--- config.mk ---
export PLATFORM = sky130hd
export DESIGN_NAME = pci_arbiter
export DESIGN_NICKNAME = d
export VERILOG_FILES = /design/src/rtl/pci_pkg.sv /design/src/rtl/pci_rr_picker.sv /design/src/rtl/pci_arbiter.sv
export SDC_FILE = /design/constraint.sdc
export NUM_CORES = 1
export LEC_CHECK = 0
export BUFFER_PORTS_ARGS = -buffer_cell sky130_fd_sc_hd__buf_2
export CORE_MARGIN = 3
export CORE_UTILIZATION = 50
export DETAILED_ROUTE_END_ITERATION = 7
export HOLD_SLACK_MARGIN = 0.06
export PLACE_DENSITY = 0.75
export SKIP_CTS_REPAIR_TIMING = 1
export SKIP_LAST_GASP = 1
export SLEW_MARGIN = 10
export SYNTH_ARGS = -nofsm -noshare
export SYNTH_HDL_FRONTEND = slang
export SYNTH_SLANG_ARGS = --single-unit
--- constraint.sdc ---
create_clock -name clk -period 2.12 [get_ports clk]
set_input_delay 0.424 -clock clk [delete_from_list [all_inputs] [get_ports clk]]
set_output_delay 0.424 -clock clk [all_outputs]
set_load 0.1 [all_outputs]
--- src/rtl/pci_pkg.sv ---
// Shared PCI arbiter definitions: arbiter state codes, parameter defaults and bus phase codes.
package pci_pkg;

  localparam int unsigned DefaultNReq       = 4;
  localparam int unsigned DefaultGntTimeout = 16;

  localparam logic [1:0] StIdle    = 2'd0;
  localparam logic [1:0] StGrant   = 2'd1;
  localparam logic [1:0] StBusy    = 2'd2;
  localparam logic [1:0] StIllegal = 2'd3;

  typedef enum logic [1:0] {
    PhaseIdle,
    PhaseAddr,
    PhaseData,
    PhaseTurn
  } bus_phase_e;

  // FRAME# and IRDY# both deasserted means no transaction is in flight.
  function automatic logic bus_is_idle(input logic frame, input logic irdy);
    return frame & irdy;
  endfunction

endpackage

--- src/rtl/pci_rr_picker.sv ---
// Combinational round-robin picker: searches active-low requests starting after last_owner.
module pci_rr_picker
  import pci_pkg::*;
#(
  parameter int unsigned N_REQ = DefaultNReq,
  localparam int unsigned IdxW = $clog2(N_REQ)
) (
  input  logic [N_REQ-1:0] req,
  input  logic [IdxW-1:0]  last_owner,
  output logic             valid,
  output logic [IdxW-1:0]  winner
);

  int unsigned idx;

  always_comb begin
    valid  = 1'b0;
    winner = '0;
    idx    = 0;
    for (int unsigned i = 1; i <= N_REQ; i++) begin
      idx = 32'(last_owner) + i;
      if (idx >= N_REQ) begin
        idx = idx - N_REQ;
      end
      if (!valid && !req[idx[IdxW-1:0]]) begin
        valid  = 1'b1;
        winner = idx[IdxW-1:0];
      end
    end
  end

endmodule

--- src/rtl/pci_arbiter.sv ---
// PCI bus arbiter: round-robin grants with FRAME# timeout, preemption and no bus parking.
module pci_arbiter
  import pci_pkg::*;
#(
  parameter int unsigned N_REQ       = DefaultNReq,
  parameter int unsigned GNT_TIMEOUT = DefaultGntTimeout,
  localparam int unsigned IdxW = $clog2(N_REQ)
) (
  input  logic             clk,
  input  logic             rst,
  input  logic [N_REQ-1:0] req,
  input  logic             frame,
  input  logic             irdy,
  output logic [N_REQ-1:0] gnt,
  output logic [IdxW-1:0]  owner,
  output logic [1:0]       state,
  output logic             bus_idle
);

  localparam logic [7:0]       TimeoutLast = 8'(GNT_TIMEOUT - 1);
  localparam logic [IdxW-1:0]  LastIdx     = IdxW'(N_REQ - 1);
  localparam logic [N_REQ-1:0] GntNone     = '1;

  logic [1:0]       state_q, state_d;
  logic [N_REQ-1:0] gnt_q, gnt_d;
  logic [IdxW-1:0]  owner_q, owner_d;
  logic [IdxW-1:0]  last_owner_q, last_owner_d;
  logic [7:0]       cnt_q, cnt_d;

  logic             pick_valid;
  logic [IdxW-1:0]  pick_winner;
  logic [N_REQ-1:0] owner_mask;
  logic             owner_req;
  logic             others_req;

  pci_rr_picker #(
    .N_REQ(N_REQ)
  ) u_picker (
    .req       (req),
    .last_owner(last_owner_q),
    .valid     (pick_valid),
    .winner    (pick_winner)
  );

  assign bus_idle   = bus_is_idle(frame, irdy);
  assign owner_mask = N_REQ'(1) << owner_q;
  assign owner_req  = ~req[owner_q];
  assign others_req = ~&(req | owner_mask);

  always_comb begin
    state_d      = state_q;
    gnt_d        = gnt_q;
    owner_d      = owner_q;
    last_owner_d = last_owner_q;
    cnt_d        = cnt_q;
    case (state_q)
      StIdle: begin
        gnt_d = GntNone;
        if (bus_idle && pick_valid) begin
          gnt_d   = ~(N_REQ'(1) << pick_winner);
          owner_d = pick_winner;
          cnt_d   = '0;
          state_d = StGrant;
        end
      end
      StGrant: begin
        cnt_d = cnt_q + 8'd1;
        // FRAME# wins over a timeout landing in the same cycle.
        if (!frame) begin
          state_d      = StBusy;
          last_owner_d = owner_q;
        end else if (!owner_req) begin
          gnt_d   = GntNone;
          state_d = StIdle;
        end else if (cnt_q == TimeoutLast) begin
          // Stalled master is charged a turn so it drops to lowest priority.
          gnt_d        = GntNone;
          state_d      = StIdle;
          last_owner_d = owner_q;
        end
      end
      StBusy: begin
        if (bus_idle) begin
          gnt_d   = GntNone;
          state_d = StIdle;
        end else if (!owner_req || others_req) begin
          gnt_d = GntNone;
        end
      end
      default: begin
        gnt_d   = GntNone;
        state_d = StIdle;
      end
    endcase
  end

  always_ff @(posedge clk) begin
    if (rst) begin
      state_q      <= StIdle;
      gnt_q        <= GntNone;
      owner_q      <= '0;
      last_owner_q <= LastIdx;
      cnt_q        <= '0;
    end else begin
      state_q      <= state_d;
      gnt_q        <= gnt_d;
      owner_q      <= owner_d;
      last_owner_q <= last_owner_d;
      cnt_q        <= cnt_d;
    end
  end

  assign gnt   = gnt_q;
  assign owner = owner_q;
  assign state = state_q;

endmodule

==> out/metrics.csv, run 1 <==
metric,value,unit
status,finished clean,
yosys.area.top_type,dfxtp_1,
final_cells,163,
relSlewSlack,0.671,
cp_cell_sequence,buf_2,
vias_per_cell,5.74,
ys_types,42,
dpl.hpwl,1520,um
cts.sinks,18,
synthTopCellsByArea,"dfxtp_1 (36%), nor2_1 (7.4%), a21oi_1 (6.9%)",
finalSetupViolations,0,
grt-ovfl-total,0,
fmax,574,MHz
cts.path.max_buffers,2,
grt_max_degree,25,
synthFlopType,dfxtp_1,
wl,2090,um
grt_pass1_wl,3670,um
maxSlewViolCount,0,
post-route-period-util,0.822,
place_inst,159,
postRouteAntennaNets,0,
ios,17,
p_leak,0.452,nW
num_vias,936,
rows,15,
ys_seq_area_frac,0.357,
die_area,2590,um^2
path_buf_inv,1,
numCtsBuffers,3,
crit_family,flip-flops,
clkLatencyLatePin,0.29,ns
clk_pin_slew,0.10,ns
worst_setup_path_start_kind,flop,
die_x,50.9,um
synth_common_cells,"nor2_1 (20), dfxtp_1 (18), a21oi_1 (14)",
crit_slowest_cell,dfxtp_1,
grt_pass1_vias,821,
synth_nets,131,
drtIter0Drc,26,
h-tree-depth,1,
port_buffers,16,
synth_top_area_frac,0.357,
root_buffer,clkbuf_4,
drc,0,
final_layout_size_suffix_gt1_frac,0.203,
tightest_slew,0.494,ns
grtUsageTotal,0.184,
die_h,50.9,um
tritoncts,yes,
netlist_instances,122,
diodes,0,
path_class,flop to output pin,
synth_edf_count,0,
critical_path.endpoint_type,output pin,
start_util,0.554,
avgSynthCellArea,8.27,um^2
slowest_delay,0.53,ns
crit_required,1.70,ns
core_area,1820,um^2
min_period,1.74,ns
hold_viol_final,0,
path_max_fanout,8,
ys_seq_elements,18,
antenna_found_initial,0,
area_growth,11.8,%
grt_setup_unrepaired,false,
cp.arrival,1.32,ns
synth.most_common_cell,nor2_1,
ys_warn_count,0,
final.setup_skew,0.00104,ns
final_nets,148,
drv_cap,0,
hp-class,input port to flop,
wl_per_cell,12.8,um
gp_congestion,0.776,
setup-tns-final,0,ns
syn_area,1010,um^2
synthArstFlopShare,0,
peakVddDrop,0.431,mV
dr.pass1.iters,4,
power.density,626,nW/um^2
state kept, by name, summed over array words and instances (netlist names):
| name | cells |
|---|---|
| owner | 2 |
| gnt | 4 |
| last_owner_q | 2 |
| cnt_q | 8 |
| state | 2 |
per-layer routing:
metal | share of wire | GRT usage | up-vias
met5 | 0 | 0 | -
met4 | 0.012 | 0.0673 | 0
met3 | 0.059 | 0.0437 | 4
met2 | 0.42 | 0.273 | 34
met1 | 0.51 | 0.258 | 412
li1 | - | - | 486
report_power, final:
| group | switching [W] | internal [W] |
|---|---|---|
| Clock | 0.000107 | 0.000105 |
| Sequential | 0.0000101 | 0.000346 |
| Combinational | 0.0000989 | 0.0000390 |
| Total | 0.000216 | 0.000490 |
path summary, 6_finish.rpt:
kind         startpoint              end  slack, ns  depth (start not counted)
max            owner[1]         owner[1]       0.38                          1
min               frame         state[0]       0.41                          3
max reg2reg    owner[1]  last_owner_q[1]       0.54                          5
min reg2reg      gnt[3]           gnt[3]       0.51                          2
cell type report:
class | count | area (um^2)
inverters | 2 | 7.51
repair buffers | 17 | 87.6
clock buffers | 4 | 36.3
flip-flops and latches | 18 | 360
multi-input cells | 97 | 604
well taps | 25 | 31.3
fillers | 177 | 693
cells in the final DEF (no fill, tap or decap), types with 2 or more instances in the layout:
cell type / count
or3_1: 2
nor4b_1: 2
nor4_1: 2
nand2_1: 5
inv_1: 2
o21bai_1: 3
nand2b_1: 3
nand3_1: 2
a211oi_1: 2
nor3_1: 5
o21ai_0: 4
nor2b_1: 2
dfxtp_1: 18
a21oi_1: 14
o21a_1: 2
nor2_1: 20
buf_2: 16
and3_1: 3
mux2i_1: 5
clkbuf_4: 3
a31oi_1: 2
tightest hold or removal path: stages:
cell     delay [ns]
buf_2          0.12
nand4_1        0.06
a21oi_1        0.06
stage by stage:
step	instance area, um^2	power, W	hold WS [ns]	utilization	setup slack (ns)
finish	1130	0.000705	0.415	0.619	0.378
global route	1130	0.000742	0.427	0.619	0.317
CTS	1130	0.000706	0.409	0.619	0.388
detailed placement	1090	0.000501	0.488	0.599	0.455
global placement	1090	0.000497	0.474	0.599	0.468
floorplan	1010	0.000472	0.458	-	0.0464
kinds of logic (layout without fill, tap and decap cells):
| group | count (synthesis) | in the layout | share of synthesized area |
|---|---|---|---|
| multiplexers | 6 | 6 | 0.0645 |
| flip-flops | 18 | 18 | 0.357 |
| AND/OR/NAND/NOR | 51 | 51 | 0.259 |
| AO/OA/AOI/OAI | 39 | 39 | 0.263 |
| adder cells (fa/ha/maj) | 1 | 1 | 0.0124 |
| buffers and inverters | 7 | 23 | 0.0434 |
No activity file was read; power rests on OpenSTA's default activity.
==> run 2, diff against run 1 <==
--- a/config.mk
+++ b/config.mk
@@ -5,12 +5,13 @@
 export SDC_FILE = /design/constraint.sdc
 export NUM_CORES = 1
 export LEC_CHECK = 0
+export ABC_AREA = 1
 export BUFFER_PORTS_ARGS = -buffer_cell sky130_fd_sc_hd__buf_2
 export CORE_MARGIN = 3
 export CORE_UTILIZATION = 50
 export DETAILED_ROUTE_END_ITERATION = 7
 export HOLD_SLACK_MARGIN = 0.06
-export PLACE_DENSITY = 0.75
+export PLACE_DENSITY = 0.74
 export SKIP_CTS_REPAIR_TIMING = 1
 export SKIP_LAST_GASP = 1
 export SLEW_MARGIN = 10
==> constraint.sdc (replaced) <==
create_clock -name clk -period 1.71 [get_ports clk]
set_input_delay 0.342 -clock clk [delete_from_list [all_inputs] [get_ports clk]]
set_output_delay 0.342 -clock clk [all_outputs]
set_load 0.1 [all_outputs]
==> out/metrics.csv, run 2 <==
metric,value,unit
final_layout_size_suffix_gt1_frac,0.239,
wl_met3,166,um
synth_edf_count,0,
maxSlewViolCount,0,
numCtsBuffers,3,
grt_setup_unrepaired,false,
rows,17,
start_util,0.555,
crit_start,last_owner_q[0],
hp-class,input port to flop,
r2r-end,gnt[0],
cts.sinks,18,
final_cells,258,
tritoncts,yes,
synthArstFlopShare,0,
status,finished clean,
yosys.area.top_type,dfxtp_1,
synth_top_area_frac,0.277,
p_leak,0.689,nW
gp_congestion,0.945,
grtUsageTotal,0.187,
ios,17,
min_period,1.53,ns
power.density,711,nW/um^2
diodes,0,
path_class,flop to flop,
hold_viol_final,0,
num_vias,1332,
met2WireLength,1190,um
largest_register,cnt_q,
port_buffers,16,
dpl.hpwl,2270,um
place_inst,254,
synthTopCellsByArea,"dfxtp_1 (28%), nand2_1 (21%), nand3_1 (8.9%)",
vias_per_cell,5.16,
reg2reg_depth,11,
cp.arrival,1.72,ns
die_h,57.0,um
h-tree-depth,1,
die_x,57.0,um
timing.hold.ws,0.401,ns
ys_warn_count,0,
netlist_instances,211,
wl,2870,um
r2r_start,last_owner_q[0],
postRouteAntennaNets,0,
grt_max_degree,15,
final.setup_skew,0.00229,ns
largest_reg_flops,8,
grt-ovfl-total,0,
r2r_slack,0.18,ns
drtIter0Drc,56,
dr.pass1.iters,4,
final_nets,240,
min_to,cnt_q[6],
syn_area,1300,um^2
avgSynthCellArea,6.16,um^2
clkLatencyLatePin,0.29,ns
synth_common_cells,"nand2_1 (72), inv_1 (26), nand3_1 (23), dfxtp_1 (18), a21oi_1 (15)",
fin_ws,0.185,ns
pre_cts_slack,0.151,ns
crit_required,1.90,ns
min_from,rst,
area_growth,12.9,%
mostFrequentLayoutCells,"nand2_1 (71), inv_1 (24), nand3_1 (21)",
core_area,2340,um^2
finalSetupViolations,0,
tightest_slew,0.491,ns
post-route-period-util,0.892,
drc,0,
synth_nets,220,
path_max_fanout,12,
grt_pass1_vias,1142,
ys_seq_elements,18,
wl_per_cell,11.1,um
relSlewSlack,0.675,
fin_util,0.627,
synthFlopType,dfxtp_1,
critical_path.endpoint_type,flop,
clk_pin_slew,0.10,ns
grt_pass1_wl,4940,um
wl_met1,1490,um
drv_cap,0,
fmax,656,MHz
setup-tns-final,0,ns
antenna_found_initial,0,
worst_setup_path_start_kind,flop,
final_common_cell,nand2_1,
ys_seq_area_frac,0.277,
die_area,3250,um^2
peakVddDrop,0.957,mV
root_buffer,clkbuf_4,
ys_types,24,
top_layer_used,met4,
synth.most_common_cell,nand2_1,
cts.path.max_buffers,2,
holdPathStages,2,
run 2: cell count changes in the layout (fill, tap and decap cells not counted), moves of 8 or more:
cell,previous run,this run
inv_1,2,24
nor2_1,20,10
nand2_1,5,71
nand2_2,1,9
nand3_1,2,21
run 2: cell type report:
cell class	count	area (um^2)
Sequential cell	18	365
Clock buffer	4	36.3
Multi-Input combinational cell	162	822
Tap cell	28	35.0
Timing Repair Buffer	19	103
Fill cell	215	873
Inverter	27	105
run 2: how the worst max path moves through the flow:
stage | endpoint | slack (ns) | cells past startpoint
4_1_cts | gnt[0] | 0.14 | 8
2_1_floorplan | gnt[0] | 0.01 | 10
3_3_place_gp | gnt[0] | 0.18 | 12
6_report | gnt[0] | 0.18 | 11
5_1_grt | gnt[0] | 0.01 | 8
3_5_place_dp | gnt[0] | 0.15 | 8
run 2: worst max-delay path, cell delays in order, from the launching register on:
cell and delay, ns:
dfxtp_1 0.33, buf_4 0.18, nand2_1 0.07, nand2_1 0.13, nand2_1 0.11, nand2_1 0.07
nor2_2 0.07, nand2_1 0.08, a21oi_2 0.18, nand3_1 0.09, nand2_1 0.07, nand2_1 0.05
run 2: power breakdown:
group	internal [W]	leakage, nW	switching [W]
Combinational	0.0000830	0.520	0.000248
Clock	0.000130	0.0210	0.000128
Sequential	0.000437	0.148	0.0000174
run 2: metrics by stage:
step | instance area (um^2) | total power, W
6_report | 1470 | 0.00104
3_5_place_dp | 1420 | 0.000789
4_1_cts | 1450 | 0.00104
3_3_place_gp | 1420 | 0.000786
5_1_grt | 1470 | 0.00110
2_1_floorplan | 1320 | 0.000729
run 2: kinds of logic after synthesis:
| kind of cell | share of synthesized area |
|---|---|
| fa+ha+maj | 0.00963 |
| flops | 0.277 |
| simple gates | 0.458 |
| compound gates | 0.146 |
| buf+inv | 0.109 |
run 2: routing by layer:
metal | vias to the layer above | global-route usage
li1 | 720 | -
met1 | 569 | 0.288
met2 | 39 | 0.259
met5 | - | 0
met4 | 0 | 0.0430
met3 | 4 | 0.0452
